$ cat config.mk
export PLATFORM = sky130hd
export DESIGN_NAME = twiddle_seq_flat
export DESIGN_NICKNAME = d
export VERILOG_FILES = /design/src/rtl/twiddle_seq_if.sv /design/src/rtl/twiddle_seq.sv /design/src/flat_wrapper.sv
export SDC_FILE = /design/constraint.sdc
export NUM_CORES = 1
export LEC_CHECK = 0
export CORE_MARGIN = 2
export CORE_UTILIZATION = 35
export CTS_CLUSTER_DIAMETER = 200
export DETAILED_ROUTE_END_ITERATION = 8
export GPL_TIMING_DRIVEN = 0
export MAX_ROUTING_LAYER = met4
export PLACE_DENSITY = 0.65
export SLEW_MARGIN = 25
export SYNTH_ARGS = -nofsm -noshare
export SYNTH_HDL_FRONTEND = slang
export SYNTH_SLANG_ARGS = --single-unit
$ cat constraint.sdc
create_clock -name clk -period 5.7 [get_ports clk]
set_input_delay 0.855 -clock clk [delete_from_list [all_inputs] [get_ports clk]]
set_output_delay 0.855 -clock clk [all_outputs]
set_load 0.005 [all_outputs]
$ cat src/rtl/twiddle_seq_if.sv
// Twiddle sequencer bus: shared cosine-ROM read port plus the valid/ready
// twiddle stream towards the butterfly datapath.
interface twiddle_seq_if #(
  parameter int LOG2N = 10,
  parameter int TW_W  = 16
);
  logic                   twact;
  logic [LOG2N-3:0]       twa;
  logic signed [TW_W-1:0] twdr_cos;
  logic                   out_valid;
  logic                   out_ready;
  logic signed [TW_W-1:0] tw_re;
  logic signed [TW_W-1:0] tw_im;
  logic [3:0]             tw_stage;
  logic [LOG2N-2:0]       tw_bfly;

  modport master (
    output twact, twa,
    input  twdr_cos,
    output out_valid,
    input  out_ready,
    output tw_re, tw_im, tw_stage, tw_bfly
  );

  modport slave (
    input  twact, twa,
    output twdr_cos,
    input  out_valid,
    output out_ready,
    input  tw_re, tw_im, tw_stage, tw_bfly
  );
endinterface

$ cat src/rtl/twiddle_seq.sv
// Radix-2 DIT FFT twiddle sequencer: walks stages/butterflies, reads a
// quarter-wave cosine ROM twice per twiddle and folds to W = cos - j*sin.
module twiddle_seq #(
  parameter int LOG2N = 10,
  parameter int TW_W  = 16
) (
  input  logic clk,
  input  logic rst_n,
  input  logic start,
  input  logic abort,
  output logic busy,
  output logic done,
  twiddle_seq_if.master tw
);
  localparam int AW = LOG2N - 2;
  localparam int KW = LOG2N - 1;

  typedef enum logic [2:0] {IDLE, RD_COS, RD_SIN, CAPT, HOLD} state_t;

  state_t                 state, state_d;
  logic [3:0]             s_q, s_d;
  logic [KW-1:0]          k_q, k_d;
  logic                   done_q, done_d;
  logic                   last;
  logic [KW-1:0]          kmask, e;
  logic [AW-1:0]          cos_a, sin_a;
  logic                   cz, sz, cneg;
  logic [AW-1:0]          twa_q;
  logic                   cz_q, sz_q, cneg_q;
  logic signed [TW_W-1:0] cos_cap;
  logic signed [TW_W-1:0] re_q, im_q;
  logic [3:0]             stage_q;
  logic [KW-1:0]          bfly_q;
  logic                   ovalid_q;

  always_comb begin
    state_d = state;
    s_d     = s_q;
    k_d     = k_q;
    done_d  = 1'b0;
    last    = (s_q == 4'(LOG2N - 1)) && (k_q == '1);
    case (state)
      IDLE: begin
        if (start) begin
          s_d     = '0;
          k_d     = '0;
          state_d = RD_COS;
        end
      end
      RD_COS: state_d = RD_SIN;
      RD_SIN: state_d = CAPT;
      CAPT:   state_d = HOLD;
      HOLD: begin
        if (tw.out_ready) begin
          if (last) begin
            state_d = IDLE;
            done_d  = 1'b1;
          end else begin
            if (k_q == '1) begin
              k_d = '0;
              s_d = s_q + 4'd1;
            end else begin
              k_d = k_q + 1'b1;
            end
            state_d = RD_COS;
          end
        end
      end
      default: state_d = IDLE;
    endcase
    if (abort) begin
      state_d = IDLE;
      s_d     = s_q;
      k_d     = k_q;
      done_d  = 1'b0;
    end
  end

  // Fold is evaluated on the next indices so twa is registered in the same
  // cycle the state enters RD_COS / RD_SIN.
  always_comb begin
    kmask = KW'((32'd1 << s_d) - 32'd1);
    e     = (k_d & kmask) << (KW - int'(s_d));
    cos_a = '0;
    sin_a = '0;
    cz    = 1'b0;
    sz    = 1'b0;
    cneg  = 1'b0;
    if (e == '0) begin
      sz = 1'b1;
    end else if (!e[KW-1]) begin
      cos_a = e[AW-1:0];
      sin_a = '0 - e[AW-1:0];
    end else if (e[AW-1:0] == '0) begin
      cz = 1'b1;
    end else begin
      cos_a = '0 - e[AW-1:0];
      cneg  = 1'b1;
      sin_a = e[AW-1:0];
    end
  end

  always_ff @(posedge clk or negedge rst_n) begin
    if (!rst_n) begin
      state    <= IDLE;
      s_q      <= '0;
      k_q      <= '0;
      done_q   <= 1'b0;
      twa_q    <= '0;
      cz_q     <= 1'b0;
      sz_q     <= 1'b0;
      cneg_q   <= 1'b0;
      cos_cap  <= '0;
      re_q     <= '0;
      im_q     <= '0;
      stage_q  <= '0;
      bfly_q   <= '0;
      ovalid_q <= 1'b0;
    end else begin
      state    <= state_d;
      s_q      <= s_d;
      k_q      <= k_d;
      done_q   <= done_d;
      ovalid_q <= (state_d == HOLD);
      if (state_d == RD_COS) begin
        twa_q  <= cos_a;
        cz_q   <= cz;
        sz_q   <= sz;
        cneg_q <= cneg;
      end
      if (state_d == RD_SIN) twa_q <= sin_a;
      if (state == RD_SIN) cos_cap <= tw.twdr_cos;
      if (state == CAPT && state_d == HOLD) begin
        re_q    <= cz_q ? '0 : (cneg_q ? -cos_cap : cos_cap);
        im_q    <= sz_q ? '0 : -tw.twdr_cos;
        stage_q <= s_q;
        bfly_q  <= k_q;
      end
    end
  end

  assign busy         = (state != IDLE);
  assign done         = done_q;
  assign tw.twact     = (state == RD_COS) || (state == RD_SIN);
  assign tw.twa       = twa_q;
  assign tw.out_valid = ovalid_q;
  assign tw.tw_re     = re_q;
  assign tw.tw_im     = im_q;
  assign tw.tw_stage  = stage_q;
  assign tw.tw_bfly   = bfly_q;
endmodule

$ cat src/flat_wrapper.sv
// flat-port wrapper written by rule: the top's interface ports become plain ports
module twiddle_seq_flat 
#(
  parameter int LOG2N = 10,
  parameter int TW_W  = 16
)
  (clk, rst_n, start, abort, busy, done, tw_twact, tw_twa, tw_twdr_cos, tw_out_valid, tw_out_ready, tw_tw_re, tw_tw_im, tw_tw_stage, tw_tw_bfly);
  twiddle_seq_if #(.LOG2N(LOG2N), .TW_W(TW_W)) tw_i ();
  input  logic clk;
  input  logic rst_n;
  input  logic start;
  input  logic abort;
  output logic busy;
  output logic done;
  output wire logic [$bits(tw_i.twact)-1:0] tw_twact;
  output wire logic [$bits(tw_i.twa)-1:0] tw_twa;
  input wire logic [$bits(tw_i.twdr_cos)-1:0] tw_twdr_cos;
  output wire logic [$bits(tw_i.out_valid)-1:0] tw_out_valid;
  input wire logic [$bits(tw_i.out_ready)-1:0] tw_out_ready;
  output wire logic [$bits(tw_i.tw_re)-1:0] tw_tw_re;
  output wire logic [$bits(tw_i.tw_im)-1:0] tw_tw_im;
  output wire logic [$bits(tw_i.tw_stage)-1:0] tw_tw_stage;
  output wire logic [$bits(tw_i.tw_bfly)-1:0] tw_tw_bfly;
  assign tw_twact = tw_i.twact;
  assign tw_twa = tw_i.twa;
  assign tw_i.twdr_cos = tw_twdr_cos;
  assign tw_out_valid = tw_i.out_valid;
  assign tw_i.out_ready = tw_out_ready;
  assign tw_tw_re = tw_i.tw_re;
  assign tw_tw_im = tw_i.tw_im;
  assign tw_tw_stage = tw_i.tw_stage;
  assign tw_tw_bfly = tw_i.tw_bfly;
  twiddle_seq #(.LOG2N(LOG2N), .TW_W(TW_W)) u_core (.clk(clk), .rst_n(rst_n), .start(start), .abort(abort), .busy(busy), .done(done), .tw(tw_i));
endmodule
==> results of run 1 <==
==> where the power goes <==
part | internal, mW | total, mW | leakage [nW] | switching (mW)
clock | 0.308 | 0.591 | 0.139 | 0.283
combinational | 0.413 | 0.684 | 1.33 | 0.271
sequential | 0.812 | 0.955 | 1.19 | 0.143
total | 1.53 | 2.23 | 2.66 | 0.698
==> worst min-delay path by stage <==
stage                       startpoint  cells past startpoint            endpoint  slack (ns)
floorplan           u_core.tw.tw_im[0]                      2  u_core.tw.tw_im[0]        0.47
global placement    u_core.tw.tw_im[2]                      2  u_core.tw.tw_im[2]        0.47
detailed placement    u_core.tw.twa[0]                      2    u_core.tw.twa[0]        0.47
CTS                              rst_n                      1         u_core.done        0.37
global route                     rst_n                      1         u_core.done        0.39
finish                           rst_n                      1         u_core.done        0.38
==> synth_stat cells (5+ instances only) <==
master	count	share of area
a21oi_1	17	0.017
a22o_1	26	0.045
and3_1	5	0.0062
buf_2	7	0.0069
clkbuf_1	14	0.010
dfrtp_1	90	0.44
ha_1	10	0.025
inv_1	15	0.011
mux2_2	24	0.053
mux2i_1	5	0.0099
nand2_1	52	0.038
nand2b_1	7	0.0086
nand3_1	9	0.0089
nor2_1	30	0.022
nor2b_1	5	0.0062
nor3_1	10	0.0099
nor4_1	5	0.0062
o21ai_0	28	0.028
o31ai_1	11	0.016
or3_1	14	0.017
xnor2_1	20	0.035
xor2_1	14	0.024
==> what timing repair did <==
action                                  4_1_cts  5_1_grt
resized for setup                             0        4
endpoints found under the setup margin        7       11
setup buffers                                 2        2
pin swaps                                     1        2
hold endpoints to repair                      0        0
==> logic make-up (layout without fill, tap and decap cells) <==
family          Yosys count  count (layout)  share of synthesized area
xor+xnor                 34              34                    0.05871
mux                      29              29                    0.06315
fa+ha+maj                10              10                    0.02467
buf+inv                  45             142                    0.03922
simple gates            169             169                     0.1761
compound gates          136             136                     0.1941
flops                    90              90                     0.4440
==> cell type report <==
type                    count  area, sq um  area share
multi-input cells         378         2641      0.4101
inverters                  17        66.31     0.01030
repair buffers             82        829.5      0.1288
plain buffers              27        130.1     0.02020
clock buffers               9        225.2     0.03497
clock inverters             7        71.32     0.01107
well taps                 180        225.2     0.03497
flip-flops and latches     90         2252      0.3497
==> per-layer routing <==
| metal | vias up | global-route usage | routed length [microns] |
|---|---|---|---|
| met2 | 131 | 0.2938 | 6614 |
| li1 | 2079 | - | - |
| met4 | 0 | 0.06147 | 208 |
| met5 | - | - | 0 |
| met1 | 2127 | 0.2557 | 6703 |
| met3 | 18 | 0.02964 | 536 |
==> state kept, by name, indices dropped and copies added, names as in the netlist, 3 cells and up <==
signal              count
u_core.state            3
u_core.s_q              4
u_core.tw.tw_re        16
u_core.k_q              9
u_core.tw.twa           8
u_core.tw.tw_stage      4
u_core.tw.tw_bfly       9
u_core.cos_cap         16
u_core.tw.tw_im        16
==> results.cfg, run 1 <==
[drt]
via_per_inst = 5.513
wire_per_inst_microns = 17.80
drt_first_pass_iters = 5
drtAntennaViolNets = 0
drt_iter0_drc = 387
drt-total-wl_microns = 14060
drc = 0
via_count = 4355

[sta]
tns_ns = 0
hold_viol = 0
worst_slack_ns = 0.4280
hold_slack_ns = 0.3750
finalCriticalPeriod_ns = 5.272
slew_headroom = 0.4667
tightest_slew_ns = 0.7999
fmax_mhz = 189.7
finalSetupViolCount = 0
rsz0062_at_grt = false
drv_slew = 0
worst_clock_skew_ns = 0.008332
finalCritPeriodShare = 0.9249

[logic_synthesis]
async_flop_share = 1.000
yosysSeqAreaShare = 0.4440
synth_fp_nets = 544
synth-edff-count = 0
synth_cell_types = 74
ys_warn_count = 0
synth_ff_type = dfrtp_1
synth_seq_cells = 90
synth_area_per_cell_sq_um = 9.888
synthCells = 513
synthesis.area_sq_um = 5072

[worst_setup_path]
r2r_slack_ns = 0.49
critical_path_class = input port to flop
critPathSlowestCell = clkdlybuf4s50_1
cp_max_fo = 10
timing.critical_path.max_delay_family = buffers and inverters
start_kind = input port
crit_arrival_ns = 5.52
endpoint_kind = flop
cp-startpoint = abort
required_ns = 5.94
reg2reg_depth = 22
path_cells = clkdlybuf4s50_1 > or4b_1 > buf_2 > buf_6 > nor4_2 > a211oi_1 > inv_1 > clkbuf_2 > nand2_1 > ha_1 > and2_1 > a32oi_1 > mux2i_1 > a22oi_1 > a222oi_1 > buf_4 > xnor2_2 > nor2_2 > xnor2_1 > o31ai_1
cp_num_buf_inv = 6
r2r-end = u_core.tw.twa[3]
slowest_delay_ns = 0.57
crit_end = u_core.tw.twa[3]
cp.depth = 20
r2r_start = u_core.k_q[0]

[floorplan]
core-area_sq_um = 14040
die_w_microns = 124.4
fp.dieArea_sq_um = 15470
num_rows = 43
pin_count = 78
start_util = 0.3612
die_h_microns = 124.4

[placed_design]
placedCellCount = 771
place_area_sq_um = 6103
dp_hpwl_microns = 10620
gp_congestion = 0.9371
port_buffers = 77
dp_slack_ns = -0.2092

[global_route]
grt_pass1_wl_microns = 23090
grt_max_degree = 63
antenna_found_initial = 0
grt-ovfl-total = 0
track_usage = 0.1896
grt_pass1_vias = 4449

[clocking]
clkTransAtPathRegs_ns = 0.07
hold_buffers = 0
cts_tree = yes
cts_buffer_depth = 2
clock_sinks = 90
cts-root-buf = clkbuf_16
numCtsBuffers = 9
clock_latency_ns = 0.35
htreeDepth = 3

[finish]
antenna_cells = 0
fin_cells = 790
final_common_cell = dfrtp_1
layout_common_cells = dfrtp_1 (90), clkdlybuf4s50_1 (76), nand2_1 (52), nor2_1 (30), o21ai_0 (28)
layout-drive-gt1-share = 0.1164
area_growth_pct = 26.99
nets = 636
final_core_util = 0.4587
fin_area_sq_um = 6441
fill_cells = 1331

[pwr]
fin_total_pwr_mw = 2.230
p_leak_nw = 2.658
cellPowerDensity_nw_per_um2 = 346.3
ir_drop_mv = 0.1515

[run]
maxCapViolCount = 0

[status]
status = completed

[min_path]
hold_path_class = input port to async pin
Note: power is estimated with default switching activity, not from simulation.
==> run 2: changes to the inputs <==
--- a/config.mk
+++ b/config.mk
@@ -5,6 +5,7 @@
 export SDC_FILE = /design/constraint.sdc
 export NUM_CORES = 1
 export LEC_CHECK = 0
+export CAP_MARGIN = 10
 export CORE_MARGIN = 2
 export CORE_UTILIZATION = 35
 export CTS_CLUSTER_DIAMETER = 200
@@ -12,7 +13,7 @@
 export GPL_TIMING_DRIVEN = 0
 export MAX_ROUTING_LAYER = met4
 export PLACE_DENSITY = 0.65
-export SLEW_MARGIN = 25
+export SLEW_MARGIN = 20
 export SYNTH_ARGS = -nofsm -noshare
 export SYNTH_HDL_FRONTEND = slang
 export SYNTH_SLANG_ARGS = --single-unit
==> results of run 2 <==
Final layout, timing and power as in run 1 (identical DEF).
